<file path="config.mk">
export PLATFORM = sky130hd
export DESIGN_NAME = mem_bus_ctrl
export DESIGN_NICKNAME = d
export VERILOG_FILES = /design/src/rtl/mem_bus_ctrl.sv
export SDC_FILE = /design/constraint.sdc
export NUM_CORES = 1
export LEC_CHECK = 0
export ABC_AREA = 1
export BUFFER_PORTS_ARGS = -buffer_cell sky130_fd_sc_hd__buf_4
export CORE_MARGIN = 1
export CORE_UTILIZATION = 40
export CTS_CLUSTER_SIZE = 8
export DETAILED_ROUTE_END_ITERATION = 8
export MAX_ROUTING_LAYER = met4
export PLACE_DENSITY = 0.74
export SYNTH_ARGS = -nofsm -noshare
export SYNTH_HDL_FRONTEND = slang
export SYNTH_SLANG_ARGS = --single-unit
</file>
<file path="constraint.sdc">
create_clock -name clk -period 3.3 [get_ports clk]
set_input_delay 0.33 -clock clk [delete_from_list [all_inputs] [get_ports clk]]
set_output_delay 0.33 -clock clk [all_outputs]
set_load 0.05 [all_outputs]
</file>
<file path="src/rtl/mem_bus_ctrl.sv">
// ============================================================================
// Module   : mem_bus_ctrl
// Purpose  : Data-memory access sequencer between the MEM stage and the
//            external request/acknowledge data bus. Optional transaction
//            timeout is enabled by defining MEMCTRL_TIMEOUT_EN.
// Revision : 1.0 - initial release
// ============================================================================
`default_nettype none

module mem_bus_ctrl #(
   parameter int unsigned TIMEOUT = 255
) (
   input  logic        clk,
   input  logic        rst,
   input  logic        mem_req_i,
   input  logic        mem_we_i,
   input  logic [31:0] mem_addr_i,
   input  logic [31:0] mem_wdata_i,
   input  logic [3:0]  mem_sel_i,
   input  logic        flush_i,
   output logic        stall_o,
   output logic [31:0] rdata_o,
   output logic        rdata_valid_o,
   output logic        bus_err_o,
   output logic        bus_req_o,
   output logic        bus_we_o,
   output logic [31:0] bus_addr_o,
   output logic [31:0] bus_wdata_o,
   output logic [3:0]  bus_sel_o,
   input  logic        bus_ack_i,
   input  logic [31:0] bus_rdata_i
);

   localparam logic [1:0] c_idle = 2'd0;
   localparam logic [1:0] c_busy = 2'd1;
   localparam logic [1:0] c_done = 2'd2;

   if ((TIMEOUT < 1) || (TIMEOUT > 65535)) begin : g_bad_timeout
      $error("mem_bus_ctrl: TIMEOUT out of range 1..65535");
   end

   logic [1:0]  state_q, state_d;
   logic        bus_req_q, bus_req_d;
   logic        bus_we_q, bus_we_d;
   logic [31:0] bus_addr_q, bus_addr_d;
   logic [31:0] bus_wdata_q, bus_wdata_d;
   logic [3:0]  bus_sel_q, bus_sel_d;
   logic [31:0] rdata_q, rdata_d;
   logic        rdata_valid_q, rdata_valid_d;
   logic        bus_err_q, bus_err_d;
   logic        abort_q, abort_d;

   logic w_start;
   logic w_ack;
   logic w_expire;

   assign w_start = (state_q == c_idle) && mem_req_i && !flush_i;
   // Ack is only meaningful while the request is actually on the bus.
   assign w_ack   = (state_q == c_busy) && bus_req_q && bus_ack_i;

`ifdef MEMCTRL_TIMEOUT_EN
   localparam int            CW         = $clog2(TIMEOUT + 1);
   localparam logic [CW-1:0] c_cnt_last = CW'(TIMEOUT - 1);
   localparam logic [CW-1:0] c_cnt_one  = CW'(1);

   logic [CW-1:0] cnt_q, cnt_d;

   always_comb begin
      cnt_d = cnt_q;
      if (w_start) begin
         cnt_d = '0;
      end else if ((state_q == c_busy) && !w_ack) begin
         cnt_d = cnt_q + c_cnt_one;
      end
   end

   // Expiry fires on the edge where the counter would reach TIMEOUT.
   assign w_expire = (state_q == c_busy) && !w_ack && (cnt_q == c_cnt_last);

   always_ff @(posedge clk or posedge rst) begin
      if (rst) begin
         cnt_q <= '0;
      end else begin
         cnt_q <= cnt_d;
      end
   end
`else
   assign w_expire = 1'b0;
`endif

   always_comb begin
      state_d       = state_q;
      bus_req_d     = bus_req_q;
      bus_we_d      = bus_we_q;
      bus_addr_d    = bus_addr_q;
      bus_wdata_d   = bus_wdata_q;
      bus_sel_d     = bus_sel_q;
      rdata_d       = rdata_q;
      rdata_valid_d = 1'b0;
      bus_err_d     = 1'b0;
      abort_d       = abort_q;

      case (state_q)
         c_idle: begin
            if (w_start) begin
               state_d     = c_busy;
               bus_req_d   = 1'b1;
               bus_we_d    = mem_we_i;
               bus_addr_d  = mem_addr_i;
               bus_wdata_d = mem_wdata_i;
               bus_sel_d   = mem_sel_i;
               abort_d     = 1'b0;
            end
         end
         c_busy: begin
            if (flush_i) begin
               abort_d = 1'b1;
            end
            if (w_ack) begin
               state_d   = c_done;
               bus_req_d = 1'b0;
               // A flushed load must not disturb previously returned data.
               if (!bus_we_q && !abort_q && !flush_i) begin
                  rdata_d       = bus_rdata_i;
                  rdata_valid_d = 1'b1;
               end
            end else if (w_expire) begin
               state_d   = c_done;
               bus_req_d = 1'b0;
               bus_err_d = 1'b1;
            end
         end
         c_done: begin
            state_d = c_idle;
         end
         default: begin
            state_d   = c_idle;
            bus_req_d = 1'b0;
         end
      endcase
   end

   always_ff @(posedge clk or posedge rst) begin
      if (rst) begin
         state_q       <= c_idle;
         bus_req_q     <= 1'b0;
         bus_we_q      <= 1'b0;
         bus_addr_q    <= '0;
         bus_wdata_q   <= '0;
         bus_sel_q     <= '0;
         rdata_q       <= '0;
         rdata_valid_q <= 1'b0;
         bus_err_q     <= 1'b0;
         abort_q       <= 1'b0;
      end else begin
         state_q       <= state_d;
         bus_req_q     <= bus_req_d;
         bus_we_q      <= bus_we_d;
         bus_addr_q    <= bus_addr_d;
         bus_wdata_q   <= bus_wdata_d;
         bus_sel_q     <= bus_sel_d;
         rdata_q       <= rdata_d;
         rdata_valid_q <= rdata_valid_d;
         bus_err_q     <= bus_err_d;
         abort_q       <= abort_d;
      end
   end

   assign stall_o       = w_start || (state_q == c_busy);
   assign rdata_o       = rdata_q;
   assign rdata_valid_o = rdata_valid_q;
   assign bus_err_o     = bus_err_q;
   assign bus_req_o     = bus_req_q;
   assign bus_we_o      = bus_we_q;
   assign bus_addr_o    = bus_addr_q;
   assign bus_wdata_o   = bus_wdata_q;
   assign bus_sel_o     = bus_sel_q;

endmodule

`default_nettype wire

</file>
# Word-level counts from Yosys, hierarchy flattened
# Cells that the tools add are included.
# Widths: inputs -> output; s select.
word_totals:
  regBits: 106
  in_bits: 106
  out_inout_bits: 105
  wordCells: 44
op_classes:
  eq_ne: 5
  muxes: 12
  n_bitwise: 1
  reduce_logical: 17
op_table:
  columns: ["cell", "n"]
  rows:
  - ["$reduce_and 3->1", 3]
  - ["$mux 1", 7]
  - ["$logic_and 1x1->1", 6]
  - ["$ne 2x2->1 const B", 3]
  - ["$mux 2", 2]
  - ["$pmux 2 s2", 1]
  - ["$reduce_and 2->1", 2]
  - ["$logic_not 1->1", 3]
  - ["$pmux 1 s3", 1]
  - ["$eq 2x1->1 const B", 1]
  - ["$eq 2x2->1 const B", 1]
  - ["$logic_not 2->1", 1]
  - ["$pmux 1 s2", 1]
  - ["$reduce_bool 2->1", 1]
  - ["$logic_or 1x1->1", 1]
  - ["$not 1->1", 1]

# Depth between registers and ports, before layout
logic_depth:
  depth_word: 6
  depth_mapped: 7
  mapped_depth_nobuf: 6

# Worst setup path before layout
# No wires, ideal clock.
synth_timing:
  path_type: "register to output"
  startpoint: "register state_q[0]"
  endpoint: "output stall_o"
  t_arrival_ns: 1.172
  t_required_ns: 2.970
  slack_ns: 1.798
  stages_incl_launch_ff: 5
  n_path_buf: 1
  path_cell_list: "dfrtp_1 nor2_2 nand3_4 buf_2 nand2_1"
synth_between:
  elab_chain_len: 4
  elab_cells_between_ends: 5
  cone_classes: "1 x eq/ne; 4 x reduce/logical"
synth_rtl:
  columns: ["item", "line_no", "source"]
  rows:
  - ["from (decl)", "42", "logic [1:0] state_q, state_d;"]
  - ["from (signal assigned)", "145", "state_q <= c_idle;"]
  - ["from (signal assigned)", "156", "state_q <= state_d;"]
  - ["$logic_not 2->1", "57", "assign w_start = (state_q == c_idle) && mem_req_i && !flush_i;"]
  - ["$logic_and 1x1->1 (2 in a row)", "57", null]
  - ["$logic_or 1x1->1 (*)", "169", "assign stall_o = w_start || (state_q == c_busy);"]
  - ["to (decl)", "21", "output logic stall_o,"]
# Every way passes the cells marked *; elsewhere a longest branch is shown, timed or not.

# Worst setup path in the final report
# Same ends and word-level chain as after synthesis.

==> impl_metrics.tcl <==
set metrics [dict create \
    endpoint_kind "output pin" \
    antenna_found_initial 0 \
    slew_headroom 0.482 \
    pin_count 211 \
    cts_tree "yes" \
    die_y_um 106 \
    dp.cells 780 \
    routed_wirelength_um 10100 \
    route.met3.wl_um 478 \
    ys_ff_latch 106 \
    initial_core_util 0.415 \
    drt-wirelength-per-cell_um 12.7 \
    crit_end "stall_o" \
    area_delta_synth_final_pct 41.6 \
    cts_buffer_depth 2 \
    placeableCoreArea_mm2 0.0104 \
    syn_area_mm2 0.00432 \
    vias 3560 \
    power.leakage_uw 0.00352 \
    max_clock_freq_mhz 608 \
    drive_gt1_frac 0.389 \
    hpwl_um 7300 \
    slew_viol_final 0 \
    syn_area_per_cell_um2 9.48 \
    power.density_mw_per_mm2 1110 \
    cts_resized 0 \
    clock-sinks 106 \
    r2r-start "state_q[1]" \
    gp_congestion 0.730 \
    skew_ns 0.00671 \
    n_antenna_cell 0 \
    numCtsBuffers 9 \
    period_needed_ns 1.65 \
    ys_seq_area_frac 0.614 \
    critPathLaunch "state_q[0]" \
    die_area_mm2 0.0112 \
    r2r_setup_slack_ns 1.69 \
    dr_wl_met2_um 4840 \
    root_buffer "clkbuf_8" \
    min_path_type "primary input to asynchronous set/reset pin" \
    irDropWorstVdd_mv 0.552 \
    fillCellCount 911 \
    post_cts_buffers 0 \
    port_buffers 209 \
    status "complete, no violations" \
    hold_buffers 0 \
    rsz0062_at_grt "no" \
    worst_pin_slew_ns 0.777 \
    netlist.area_leader.share 0.614 \
    first_iter_violations 190 \
    die_w_um 106 \
    drc 0 \
    overflow 0 \
    clk_latency_ns 0.35 \
    crit_type "flip-flop to output pin" \
    max-cap-violations 0 \
    timing.hold.ws_ns 0.0311 \
    worst-r2r-cell-count 6 \
    crit_slowest_cell "dfrtp_1" \
    slowest_delay_ns 0.44 \
    dr.max_layer_used "met4" \
    grt_util_all_layers 0.192 \
    synth.area.top_cells "dfrtp_1 (61%), nand2_1 (11%), o21ai_1 (6.7%)" \
    clk_pin_slew_worst_paths_ns 0.10 \
    setup_tns_ns 0 \
    wl_met1_um 4390 \
    synth.net_count 562 \
    hold_violations 0 \
    rows 37 \
    grt_pass1_vias 3495 \
    drtAntennaViolNets 0 \
    final_cell_count_no_fill 796 \
    fin_crit_sh 0.499 \
    yosys.area.top_type "dfrtp_1" \
    vias_per_cell 4.47 \
    cts.htree.levels 3 \
    cp.required_ns 2.97 \
    ys_types 18 \
    grt_max_degree 72 \
    critical_path.cell_chain "nor2_2, nand3_4, nand2_1, buf_4" \
    critical_path_peak_fanout 4 \
    worst_setup_path_start_kind "flip-flop" \
    arrival_ns 1.32 \
    synth_cells 456 \
    r2r_end "rdata_o[5]" \
    finalNetCount 761 \
    ys_warn_count 0 \
    first_pass_iters 5 \
    finalSetupViolations 0 \
    grt_pass1_wl_um 16500 \
]
==> metrics by stage <==
step / setup slack [ns] / area (um^2) / util / total power [uW]
3_3_place_gp: 1.73 / 5900 / 0.567 / 5930
4_1_cts: 1.63 / 6120 / 0.588 / 6870
2_1_floorplan: 0.181 / 4320 / - / 4820
5_1_grt: 1.50 / 6120 / 0.588 / 7170
6_report: 1.65 / 6120 / 0.588 / 6810
3_5_place_dp: 1.66 / 5900 / 0.567 / 6000
==> metal layers <==
metal / vias up / track usage
li1: 1794 / -
met1: 1604 / 0.247
met2: 135 / 0.292
met3: 27 / 0.0300
met4: 0 / 0.104
met5: - / -
==> area by class of cell <==
cell class                      count  area, um^2  share of cell area
Multi-Input combinational cell    251        1190               0.194
Clock inverter                      6        91.3              0.0149
Sequential cell                   106        2650               0.433
Inverter                           74         280              0.0458
Tap cell                          136         170              0.0278
Timing Repair Buffer              213        1610               0.263
Clock buffer                       10         128              0.0208
==> worst min path at each step <==
stage                   from        endpoint  slack [ns]  cells past startpoint
2_1_floorplan  mem_addr_i[0]   bus_addr_o[0]        0.46                      2
3_3_place_gp             rst  bus_wdata_o[4]        0.43                      2
3_5_place_dp             rst  bus_wdata_o[4]        0.44                      2
4_1_cts                  rst  bus_wdata_o[4]        0.04                      2
5_1_grt                  rst  bus_wdata_o[4]        0.07                      2
6_report                 rst  bus_wdata_o[4]        0.03                      2
==> power breakdown <==
part / total [uW] / switching [uW] / internal (uW) / leakage (uW)
clock network: 861 / 432 / 429 / 0.0000987
logic: 3760 / 2690 / 1070 / 0.00208
registers: 2190 / 339 / 1850 / 0.00134
total: 6810 / 3460 / 3350 / 0.00352
==> kinds of logic (layout without fill, tap and decap cells) <==
logic type | count (synthesis) | after routing | synth area share
and+or+nand+nor | 180 | 180 | 0.183
AOI/OAI and AO/OA | 70 | 70 | 0.0915
buffers and inverters | 99 | 303 | 0.111
DFF | 106 | 106 | 0.614
other | 1 | 1 | 0.000867
==> layout by cell type (no fill, tap or decap), types with 2 or more instances in the layout <==
| cell type | synthesis | routed |
|---|---|---|
| clkbuf_8 | 0 | 9 |
| bufinv_16 | 0 | 2 |
| buf_4 | 4 | 212 |
| o21ai_1 | 58 | 58 |
| nand2_1 | 132 | 132 |
| inv_1 | 73 | 72 |
| nand3_1 | 33 | 33 |
| o21ai_2 | 12 | 12 |
| nand2_2 | 10 | 10 |
| clkinvlp_4 | 0 | 3 |
| dfrtp_1 | 106 | 106 |
==> cells in the mapped netlist <==
| library cell | n |
|---|---|
| nand2_1 | 132 |
| conb_1 | 1 |
| o21ai_1 | 58 |
| nor2_2 | 1 |
| nand2_2 | 10 |
| buf_6 | 12 |
| clkbuf_1 | 5 |
| dfrtp_1 | 106 |
| nor2_4 | 1 |
| nand3_4 | 1 |
| buf_2 | 4 |
| o21ai_2 | 12 |
| inv_1 | 73 |
| nand3_1 | 33 |
| buf_4 | 4 |
| nand2_4 | 1 |
| inv_2 | 1 |
| nor2_8 | 1 |
==> sequential cells by signal, summed over array words and instances (netlist names) <==
name           flops
abort_q            1
bus_addr_o        32
bus_req_o          1
bus_sel_o          4
bus_wdata_o       32
bus_we_o           1
rdata_o           32
rdata_valid_o      1
state_q            2
==> worst max-delay path, delay by kind of cell, from the launching register on <==
kind | cells | cell delay (ns)
buf+inv | 1 | 0.20
simple gates | 3 | 0.31
flops | 1 | 0.44
(Power assumes the default switching activity.)
